<file path="src/rtl/freq_scan_ctrl_pkg.sv">
// Widths, defaults and state encoding shared by the frequency scan sequencer.
package freq_scan_ctrl_pkg;

  localparam int FREQ_CNT_NBIT  = 16;
  localparam int FREQ_TO_NBIT   = 24;
  localparam int FREQ_DATA_NBIT = 32;
  localparam int FREQ_NCH       = 8;
  localparam int FREQ_SETTLE    = 4;

  typedef enum logic [2:0] {
    FSC_IDLE   = 3'd0,
    FSC_SEL    = 3'd1,
    FSC_SETTLE = 3'd2,
    FSC_FIRE   = 3'd3,
    FSC_ARM    = 3'd4,
    FSC_WAIT   = 3'd5,
    FSC_WRITE  = 3'd6,
    FSC_NEXT   = 3'd7
  } fsc_state_e;

endpackage

</file>
<file path="src/rtl/freq_ch_pick.sv">
// Finds the lowest enabled channel above the current one, optionally
// wrapping around to the lowest enabled channel overall.
module freq_ch_pick
  import freq_scan_ctrl_pkg::*;
#(
  parameter int N_CH    = FREQ_NCH,
  parameter int CH_NBIT = 3
) (
  input  logic [N_CH-1:0]    mask,
  input  logic [CH_NBIT-1:0] cur,
  input  logic               wrap,
  output logic [CH_NBIT-1:0] nxt,
  output logic               found
);

  logic [CH_NBIT-1:0] above_idx;
  logic [CH_NBIT-1:0] low_idx;
  logic               above_ok;
  logic               low_ok;

  // Scan downward so the last hit recorded is the lowest qualifying bit.
  always_comb begin
    above_idx = '0;
    low_idx   = '0;
    above_ok  = 1'b0;
    low_ok    = 1'b0;
    for (int i = N_CH - 1; i >= 0; i--) begin
      if (mask[i]) begin
        low_ok  = 1'b1;
        low_idx = CH_NBIT'(i);
        if (i > int'(cur)) begin
          above_ok  = 1'b1;
          above_idx = CH_NBIT'(i);
        end else begin
          above_ok  = above_ok;
          above_idx = above_idx;
        end
      end else begin
        low_ok  = low_ok;
        low_idx = low_idx;
      end
    end
  end

  // Prefer a channel above the current one; fall back to wrap-around.
  always_comb begin
    nxt   = '0;
    found = 1'b0;
    if (above_ok) begin
      nxt   = above_idx;
      found = 1'b1;
    end else if (wrap && low_ok) begin
      nxt   = low_idx;
      found = 1'b1;
    end else begin
      nxt   = '0;
      found = 1'b0;
    end
  end

endmodule

</file>
<file path="src/rtl/freq_scan_ctrl.sv">
// Scan sequencer: walks the enabled pins through one shared freq_m engine
// and emits one result beat per measured channel.
module freq_scan_ctrl
  import freq_scan_ctrl_pkg::*;
#(
  parameter int N_CH    = FREQ_NCH,
  parameter int CH_NBIT = 3,
  parameter int SETTLE  = FREQ_SETTLE
) (
  input  logic                      clk,
  input  logic                      rst_n,
  input  logic                      start,
  input  logic                      abort,
  input  logic                      i_loop,
  input  logic [N_CH-1:0]           i_mask,
  input  logic [FREQ_CNT_NBIT-1:0]  i_cnt,
  input  logic [FREQ_TO_NBIT-1:0]   i_timeout,
  input  logic [N_CH-1:0]           i_io,
  output logic                      m_start,
  output logic [FREQ_CNT_NBIT-1:0]  m_cnt,
  output logic [FREQ_TO_NBIT-1:0]   m_timeout,
  output logic                      m_io,
  input  logic [FREQ_DATA_NBIT-1:0] m_freq,
  input  logic [FREQ_CNT_NBIT-1:0]  m_rcnt,
  input  logic                      m_err,
  input  logic                      m_done,
  output logic                      o_wr,
  output logic [CH_NBIT-1:0]        o_ch,
  output logic [FREQ_DATA_NBIT-1:0] o_freq,
  output logic [FREQ_CNT_NBIT-1:0]  o_cnt,
  output logic                      o_err,
  output logic                      busy,
  output logic                      done,
  output logic                      o_aborted
);

  localparam int SET_NBIT = $clog2(SETTLE + 1);

  fsc_state_e                state_q, state_d;
  logic [CH_NBIT-1:0]        sel_q, sel_d;
  logic [N_CH-1:0]           mask_q, mask_d;
  logic [FREQ_CNT_NBIT-1:0]  cnt_q, cnt_d;
  logic [FREQ_TO_NBIT-1:0]   to_q, to_d;
  logic                      loop_q, loop_d;
  logic                      abort_pend_q, abort_pend_d;
  logic [SET_NBIT-1:0]       settle_q, settle_d;
  logic                      m_start_q, m_start_d;
  logic                      m_io_q, m_io_d;
  logic                      o_wr_q, o_wr_d;
  logic [CH_NBIT-1:0]        o_ch_q, o_ch_d;
  logic [FREQ_DATA_NBIT-1:0] o_freq_q, o_freq_d;
  logic [FREQ_CNT_NBIT-1:0]  o_cnt_q, o_cnt_d;
  logic                      o_err_q, o_err_d;
  logic                      busy_q, busy_d;
  logic                      done_q, done_d;
  logic                      o_aborted_q, o_aborted_d;

  logic [N_CH-1:0]           pick_mask;
  logic [CH_NBIT-1:0]        pick_cur;
  logic                      pick_wrap;
  logic [CH_NBIT-1:0]        pick_idx;
  logic                      pick_found;

  freq_ch_pick #(
    .N_CH    (N_CH),
    .CH_NBIT (CH_NBIT)
  ) u_pick (
    .mask  (pick_mask),
    .cur   (pick_cur),
    .wrap  (pick_wrap),
    .nxt   (pick_idx),
    .found (pick_found)
  );

  // Next-state, latch and output-register computation.
  always_comb begin
    state_d      = state_q;
    sel_d        = sel_q;
    mask_d       = mask_q;
    cnt_d        = cnt_q;
    to_d         = to_q;
    loop_d       = loop_q;
    settle_d     = settle_q;
    m_start_d    = 1'b0;
    m_io_d       = i_io[sel_q];
    o_wr_d       = 1'b0;
    o_ch_d       = o_ch_q;
    o_freq_d     = o_freq_q;
    o_cnt_d      = o_cnt_q;
    o_err_d      = o_err_q;
    done_d       = 1'b0;
    o_aborted_d  = 1'b0;
    pick_mask    = mask_q;
    pick_cur     = sel_q;
    pick_wrap    = loop_q;
    if ((state_q != FSC_IDLE) && abort) begin
      abort_pend_d = 1'b1;
    end else begin
      abort_pend_d = abort_pend_q;
    end

    case (state_q)
      FSC_IDLE: begin
        // Nothing is above the top index, so forced wrap yields the lowest bit.
        pick_mask = i_mask;
        pick_cur  = CH_NBIT'(N_CH - 1);
        pick_wrap = 1'b1;
        if (start) begin
          mask_d       = i_mask;
          cnt_d        = i_cnt;
          to_d         = i_timeout;
          loop_d       = i_loop;
          abort_pend_d = 1'b0;
          if (pick_found) begin
            sel_d   = pick_idx;
            state_d = FSC_SEL;
          end else begin
            done_d  = 1'b1;
          end
        end else begin
          state_d = FSC_IDLE;
        end
      end
      FSC_SEL: begin
        if (abort_pend_q) begin
          state_d     = FSC_IDLE;
          done_d      = 1'b1;
          o_aborted_d = 1'b1;
        end else begin
          settle_d = SET_NBIT'(SETTLE - 1);
          state_d  = FSC_SETTLE;
        end
      end
      FSC_SETTLE: begin
        if (abort_pend_q) begin
          state_d     = FSC_IDLE;
          done_d      = 1'b1;
          o_aborted_d = 1'b1;
        end else if (settle_q == '0) begin
          state_d   = FSC_FIRE;
          m_start_d = 1'b1;
        end else begin
          settle_d = settle_q - SET_NBIT'(1);
        end
      end
      FSC_FIRE: begin
        state_d = FSC_ARM;
      end
      FSC_ARM: begin
        state_d = FSC_WAIT;
      end
      FSC_WAIT: begin
        if (m_done) begin
          if (abort_pend_q) begin
            state_d     = FSC_IDLE;
            done_d      = 1'b1;
            o_aborted_d = 1'b1;
          end else begin
            o_wr_d   = 1'b1;
            o_ch_d   = sel_q;
            o_freq_d = m_freq;
            o_cnt_d  = m_rcnt;
            o_err_d  = m_err;
            state_d  = FSC_WRITE;
          end
        end else begin
          state_d = FSC_WAIT;
        end
      end
      FSC_WRITE: begin
        state_d = FSC_NEXT;
      end
      FSC_NEXT: begin
        if (abort_pend_q) begin
          state_d     = FSC_IDLE;
          done_d      = 1'b1;
          o_aborted_d = 1'b1;
        end else if (pick_found) begin
          sel_d   = pick_idx;
          state_d = FSC_SEL;
        end else begin
          state_d = FSC_IDLE;
          done_d  = 1'b1;
        end
      end
      default: begin
        state_d = FSC_IDLE;
      end
    endcase

    busy_d = (state_d != FSC_IDLE);
  end

  // State, latched setup and registered outputs.
  always_ff @(posedge clk or negedge rst_n) begin
    if (!rst_n) begin
      state_q      <= FSC_IDLE;
      sel_q        <= '0;
      mask_q       <= '0;
      cnt_q        <= '0;
      to_q         <= '0;
      loop_q       <= 1'b0;
      abort_pend_q <= 1'b0;
      settle_q     <= '0;
      m_start_q    <= 1'b0;
      m_io_q       <= 1'b0;
      o_wr_q       <= 1'b0;
      o_ch_q       <= '0;
      o_freq_q     <= '0;
      o_cnt_q      <= '0;
      o_err_q      <= 1'b0;
      busy_q       <= 1'b0;
      done_q       <= 1'b0;
      o_aborted_q  <= 1'b0;
    end else begin
      state_q      <= state_d;
      sel_q        <= sel_d;
      mask_q       <= mask_d;
      cnt_q        <= cnt_d;
      to_q         <= to_d;
      loop_q       <= loop_d;
      abort_pend_q <= abort_pend_d;
      settle_q     <= settle_d;
      m_start_q    <= m_start_d;
      m_io_q       <= m_io_d;
      o_wr_q       <= o_wr_d;
      o_ch_q       <= o_ch_d;
      o_freq_q     <= o_freq_d;
      o_cnt_q      <= o_cnt_d;
      o_err_q      <= o_err_d;
      busy_q       <= busy_d;
      done_q       <= done_d;
      o_aborted_q  <= o_aborted_d;
    end
  end

  assign m_start   = m_start_q;
  assign m_cnt     = cnt_q;
  assign m_timeout = to_q;
  assign m_io      = m_io_q;
  assign o_wr      = o_wr_q;
  assign o_ch      = o_ch_q;
  assign o_freq    = o_freq_q;
  assign o_cnt     = o_cnt_q;
  assign o_err     = o_err_q;
  assign busy      = busy_q;
  assign done      = done_q;
  assign o_aborted = o_aborted_q;

endmodule

</file>
<file path="config.mk">
export PLATFORM = sky130hd
export DESIGN_NAME = freq_scan_ctrl
export DESIGN_NICKNAME = d
export VERILOG_FILES = /design/src/rtl/freq_scan_ctrl_pkg.sv /design/src/rtl/freq_ch_pick.sv /design/src/rtl/freq_scan_ctrl.sv
export SDC_FILE = /design/constraint.sdc
export NUM_CORES = 1
export LEC_CHECK = 0
export ABC_AREA = 1
export CORE_MARGIN = 2
export CORE_UTILIZATION = 40
export CTS_BUF_LIST = sky130_fd_sc_hd__clkbuf_2 sky130_fd_sc_hd__clkbuf_4 sky130_fd_sc_hd__clkbuf_8
export DETAILED_ROUTE_END_ITERATION = 8
export PLACE_DENSITY = 0.87
export SLEW_MARGIN = 20
export SYNTH_ARGS = -nofsm -noshare
export SYNTH_HDL_FRONTEND = slang
export SYNTH_SLANG_ARGS = --single-unit
</file>
<file path="constraint.sdc">
create_clock -name clk -period 1.7 [get_ports clk]
set_input_delay 0.34 -clock clk [delete_from_list [all_inputs] [get_ports clk]]
set_output_delay 0.34 -clock clk [all_outputs]
set_load 0.02 [all_outputs]
</file>
### Yosys cells after proc, flatten, opt, wreduce, memory -nomap -nowiden

Cells that the tools add are included.

| operators by class | value |
|---|---|
| multiplexer cells | 87 |
| div/mod/pow operators | 0 |
| $mul | 0 |
| $add $sub $neg | 1 |
| reduce and logical (&&, ||, !) cells | 14 |
| equal/unequal tests | 12 |
| shift-type cells | 0 |
| bitwise operators | 1 |
| $lt $le $gt $ge | 8 |

Operators with widths:

| kind | number |
|---|---|
| 3-bit 2-to-1 mux | 37 |
| 1-bit 2-to-1 mux | 42 |
| 3-bit case mux with 8 select lines | 1 |
| 3-bit equality test, second input constant | 4 |
| 3-bit > comparator, first input constant | 4 |
| 3-bit case mux with 2 select lines | 2 |
| 2-bit != test, second input constant | 5 |
| 8-bit 2-to-1 mux | 1 |
| 3-bit by 2-bit equality test with 1-bit output, second input constant | 2 |
| 2-bit by 3-bit > comparator with 1-bit output, first input constant | 2 |
| 3-bit logical NOT | 2 |
| 3-bit AND reduction | 2 |
| 3-bit nonzero test | 2 |
| 3-bit by 4-bit < comparator with 1-bit output, second input constant | 1 |
| 1-bit case mux with 4 select lines | 1 |
| 4-bit AND reduction | 1 |
| 2-bit nonzero test | 2 |
| 1-bit binary-select mux with 3-bit select | 1 |
| 3-bit by 1-bit equality test with 1-bit output, second input constant | 1 |
| 1-bit by 3-bit > comparator with 1-bit output, first input constant | 1 |
| 3-bit OR reduction | 1 |
| 3-bit by 1-bit subtractor with 3-bit output, second input constant | 1 |
| 1-bit logical AND | 2 |
| 2-bit 2-to-1 mux | 1 |
| 4 further kinds | 4 |

| word-level totals | value |
|---|---|
| bits of input ports | 111 |
| bits in writable memories | 0 |
| output and inout port bits | 98 |
| word-level logic and storage cells | 141 |
| memories kept | 0 |
| register bits after elaboration | 117 |
| bits in read-only memories | 0 |
| bits in latches | 0 |

### Longest topological paths before layout

| depth | value |
|---|---|
| depth after elaboration | 22 |
| gate-level depth with buffers | 16 |
| depth with buffers taken out | 14 |

### Cells and area by module

A second synthesis with hierarchy kept.

| unflattened totals | value |
|---|---|
| cells, all modules | 613 |
| area, all modules | 5087.4 sq um |

By module, submodules not included:

| module | area an instance (sq um) | cells an instance | times used | seq. area each (sq um) |
|---|---|---|---|---|
| freq_scan_ctrl | 4803.4 | 553 | 1 | 2927.8 |
| freq_ch_pick | 284.0 | 60 | 1 | 0.0 |

### Worst setup path before layout

OpenSTA, ideal clock, no wires.

| path | value |
|---|---|
| path type | register -> register |
| from | register state_q[1] |
| to | register sel_q[0] |
| stages on the path, launching flop included | 15 |
| setup time | 116 ps |
| clock period less this slack | 1742 ps |
| buffers on the path | 2 |
| data arrival time | 1626 ps |
| required time | 1584 ps |
| slack | -42 ps |
| cell sequence | dfrtp_1 > buf_6 > nor2_4 > nand2_2 > buf_6 > nand2_2 > nand2_1 > nand2_2 > nand4_2 > nor2_4 > nand2_4 > nand2_2 > nor2_2 > nand2_1 > nand2_1 |

| between the ends | value |
|---|---|
| word-level cells in the longest chain between the ends | 21 |
| elaborated cells between the ends (all ways) | 69 |
| classes of those cells | 7 x order compare; 3 x eq/ne; 55 x mux; 4 x reduce/logical |

Ends and longest elaborated chain:

| item | line | source |
|---|---|---|
| start: declaration | freq_scan_ctrl.sv:39 | `fsc_state_e state_q, state_d;` |
| start signal: assignment | freq_scan_ctrl.sv:216 | `state_q <= state_d;` |
| 3-bit logical NOT | freq_scan_ctrl.sv:102 | `case (state_q)` |
| 3-bit 2-to-1 mux | freq_scan_ctrl.sv:102 |  |
| 3-bit > comparator | freq_ch_pick.sv:31 | `if (i > int'(cur)) begin` |
| 3-bit 2-to-1 mux / 1-bit 2-to-1 mux (equally long branches) | freq_ch_pick.sv:31 |  |
| 3-bit 2-to-1 mux / 1-bit 2-to-1 mux (equally long branches) | freq_ch_pick.sv:28 | `if (mask[i]) begin` |
| 3-bit 2-to-1 mux / 1-bit 2-to-1 mux (equally long branches) | freq_ch_pick.sv:31 |  |
| 3-bit 2-to-1 mux / 1-bit 2-to-1 mux (equally long branches) | freq_ch_pick.sv:28 |  |
| 3-bit 2-to-1 mux / 1-bit 2-to-1 mux (equally long branches) | freq_ch_pick.sv:31 |  |
| (+5 left out) | -- |  |
| 3-bit 2-to-1 mux / 1-bit 2-to-1 mux (equally long branches) | freq_ch_pick.sv:31 |  |
| 3-bit 2-to-1 mux / 1-bit 2-to-1 mux (equally long branches) | freq_ch_pick.sv:28 |  |
| 3-bit 2-to-1 mux / 1-bit 2-to-1 mux (equally long branches) | freq_ch_pick.sv:31 |  |
| 3-bit 2-to-1 mux / 1-bit 2-to-1 mux (equally long branches) | freq_ch_pick.sv:28 |  |
| 3-bit 2-to-1 mux / 1-bit 2-to-1 mux (equally long branches) | freq_ch_pick.sv:49 | `if (above_ok) begin` |
| 3-bit 2-to-1 mux | freq_scan_ctrl.sv:114, freq_scan_ctrl.sv:178 |  |
| 3-bit 2-to-1 mux (on tied branches) | freq_scan_ctrl.sv:174, freq_scan_ctrl.sv:108 |  |
| 3-bit case mux with 2 select lines | freq_scan_ctrl.sv:102 |  |
| end signal: assignment | freq_scan_ctrl.sv:217 | `sel_q <= sel_d;` |
| end: declaration | freq_scan_ctrl.sv:40 | `logic [CH_NBIT-1:0] sel_q, sel_d;` |

Parallel ways exist; a longest one is shown, timed or not. The select of a mux whose other input is x is not followed.
A chain may end at the register's enable or synchronous reset.

### Final worst setup path

| path | value |
|---|---|
| from | register state_q[2] |
| to | register sel_q[2] |

The elaborated chain is that of the path after synthesis.

==> impl_metrics.json <==
{
  "die_w_microns": 117,
  "cp-start-kind": "flop",
  "wl_per_cell_microns": 14.9,
  "yosys.cell_types.count": 29,
  "syn_avg_cell_area_sq_um": 8.13,
  "power_leakage_nw": 4.44,
  "synth_edf_count": 0,
  "cts_num_sinks": 117,
  "htreeDepth": 4,
  "post-route-min-period_ns": 1.79,
  "outcome": "finished, violations left",
  "fillCellCount": 1052,
  "die-area_sq_um": 13700,
  "final_cells": 1062,
  "antenna_found_initial": 0,
  "crit_buf_inv": 1,
  "ir_drop_mv": 1.07,
  "max_stage_delay_ns": 0.41,
  "rsz0062_at_grt": "yes",
  "tightestPinTransition_ns": 0.374,
  "synth_nets": 740,
  "grt.total_usage_pct": 21.1,
  "min_path_type": "in -> async",
  "yosysWarnings": 0,
  "synth_common_cells": "345 x nand2_1, 117 x dfrtp_1, 29 x inv_1, 22 x nor2_1, 19 x clkbuf_1",
  "fmax_mhz": 560,
  "maxCapViolations": 0,
  "synth_most_common_cell": "nand2_1",
  "wl_mm": 15.9,
  "drv_slew": 0,
  "yosysSeqAreaShare_pct": 57.4,
  "row_count": 41,
  "drt-initial-drc-count": 285,
  "grt_pass1_vias": 4684,
  "clock_skew_ns": 0.00902,
  "violations": "negative setup slack",
  "cts_made_buffers": 17,
  "worst_path_most_repeated_cell": "nand2_2",
  "diodes": 0,
  "gp_congestion": 0.883,
  "finalCritPeriodShare_pct": 105,
  "ant_nets": 0,
  "synth-seq-cells": 117,
  "syn_inst": 627,
  "yosys.area.top_type": "dfrtp_1",
  "path_cells": "nor2_4 > nand2_2 > buf_12 > o21ai_4 > nand2_2 > nor2_2 > nand2_1 > nand2_2 > nand2_4 > nand2_2 > nor2_2 > nand2_1 > nand2_1",
  "cts.path.max_buffers": 2,
  "area_delta_synth_final_pct": 62.2,
  "r2r-start": "state_q[2]",
  "setup_tns_ns": -0.339,
  "cp_top_family": "simple AND/OR/NAND/NOR gates",
  "num_vias": 5040,
  "finalSetupViolCount": 6,
  "synth_flop_cell": "dfrtp_1",
  "crit_path_max_fanout": 13,
  "start_util_pct": 40.7,
  "drc_errors": 0,
  "report.power.total_mw": 15.9,
  "io_buffers": 208,
  "drt_first_pass_iters": 5,
  "viasPerCell": 4.75,
  "cts_tree": "built",
  "dp.cells": 1004,
  "fp.dieH_microns": 117,
  "ys_async_sr_fraction_pct": 100,
  "yosys.area.top_type_share_pct": 57.4,
  "startpoint": "state_q[2]",
  "synthTopCellsByArea": "dfrtp_1 57%, nand2_1 25%, inv_1 2.1%",
  "netlist_area_sq_um": 5100,
  "cp_slowest_cell": "dfrtp_1",
  "dpl_cell_area_sq_um": 7530,
  "finalHoldViolCount": 0,
  "gr-total-overflow": 0,
  "root_buffer": "clkbuf_8",
  "design_area_sq_um": 8270,
  "fin_nets": 990,
  "clkLatencyLatePin_ns": 0.43,
  "worst_hold_slack_ns": 0.430,
  "cp.required_ns": 2.02,
  "end_kind": "flop",
  "worstPathArrival_ns": 2.11,
  "relSlewSlack_pct": 75.1,
  "fin_ws_ns": -0.0850,
  "core_sq_um": 12500,
  "dp_hpwl_mm": 10.2,
  "path_class": "reg -> reg",
  "ios": 209,
  "cts.clk_slew.worst_paths_ns": 0.07,
  "powerDensity_nw_per_um2": 1930,
  "grt_pass1_wl_mm": 22.2,
  "final_layout_size_suffix_gt1_share_pct": 14.6,
  "grt_max_degree": 68
}
-- per-layer routing --
layer  share of wire, %  global-route usage [%]  up-vias
met3                8.0                    8.39       33
met5                  0                       0        -
met2                 51                    35.1      197
met1                 39                    24.7     2384
met4                2.4                    8.16        0
li1                   -                       -     2426
-- logic make-up after synthesis --
kind of cell               share of synthesized area (%)
DFF                                                 57.4
buffers and inverters                               4.93
AOI/OAI and AO/OA                                   3.58
adders and majority gates                          0.491
xor gates and xnor gates                           0.172
and+or+nand+nor                                     33.4
-- sequential cells by signal, summed over array words and instances (netlist names), 3 cells and up --
signal     cells
m_cnt         16
state_q        3
sel_q          3
mask_q         8
o_ch           3
settle_q       3
o_freq        32
m_timeout     24
o_cnt         16
-- cells in the final DEF (no fill, tap or decap), types with 6 or more instances in the layout --
master / Yosys / layout
inv_1: 29 / 24
nand2_2: 10 / 17
clkbuf_16: 0 / 6
dfrtp_1: 117 / 117
buf_4: 0 / 31
nand2_1: 345 / 338
nor2_1: 22 / 20
o21ai_0: 12 / 12
nand3_1: 15 / 13
dlygate4sd2_1: 0 / 98
o21ai_1: 8 / 7
clkdlybuf4s50_1: 0 / 109
clkbuf_8: 0 / 24
inv_2: 4 / 7
-- path summary, 6_finish.rpt --
path | end | slack (ns) | cells past startpoint
setup / recovery | sel_q[2] | -0.09 | 13
hold / removal | o_cnt[6] | 0.43 | 3
setup reg to reg | sel_q[2] | -0.09 | 13
hold reg to reg | m_timeout[14] | 0.46 | 2
max in group asynchronous | m_timeout[8] | 0.92 | 3
min in group clk | o_cnt[0] | 0.43 | 3
-- metrics by stage --
stage          worst slack (ns)  utilization [%]
2_1_floorplan           -0.0316                -
3_3_place_gp             -0.176             60.2
3_5_place_dp             -0.239             60.2
4_1_cts                 -0.0958             63.8
5_1_grt                  -0.218             66.1
6_report                -0.0850             66.1
-- report_power, final --
group | switching [mW] | internal (mW) | total (mW)
registers | 0.679 | 4.08 | 4.76
clock network | 1.10 | 1.74 | 2.84
logic | 4.96 | 3.37 | 8.33
total | 6.74 | 9.19 | 15.9
-- cell type report --
| type | count | area [sq um] | area share [%] |
|---|---|---|---|
| Sequential cell | 117 | 2930 | 35.4 |
| Timing Repair Buffer | 256 | 2530 | 30.6 |
| Multi-Input combinational cell | 450 | 2000 | 24.2 |
| Inverter | 35 | 143 | 1.73 |
| Clock inverter | 7 | 115 | 1.39 |
| Clock buffer | 25 | 338 | 4.09 |
| Tap cell | 172 | 215 | 2.60 |
-- what timing repair did --
action | CTS | global route
hold buffers | 1 | 0
gates resized for setup | 113 | 16
endpoints found under the hold margin | 117 | 0
buffers inserted | 8 | 10
endpoints found under the setup margin | 104 | 86
gates cloned | 0 | 7
pin swaps | 9 | 10
-- worst reg2reg max path: stages (launching register included) --
cell	delay, ns
dfrtp_1	0.41
nor2_4	0.16
nand2_2	0.10
buf_12	0.16
o21ai_4	0.15
nand2_2	0.09
nor2_2	0.11
nand2_1	0.08
nand2_2	0.11
nand2_4	0.09
nand2_2	0.07
nor2_2	0.04
nand2_1	0.07
nand2_1	0.06
Note: power is estimated with default switching activity, not from simulation.
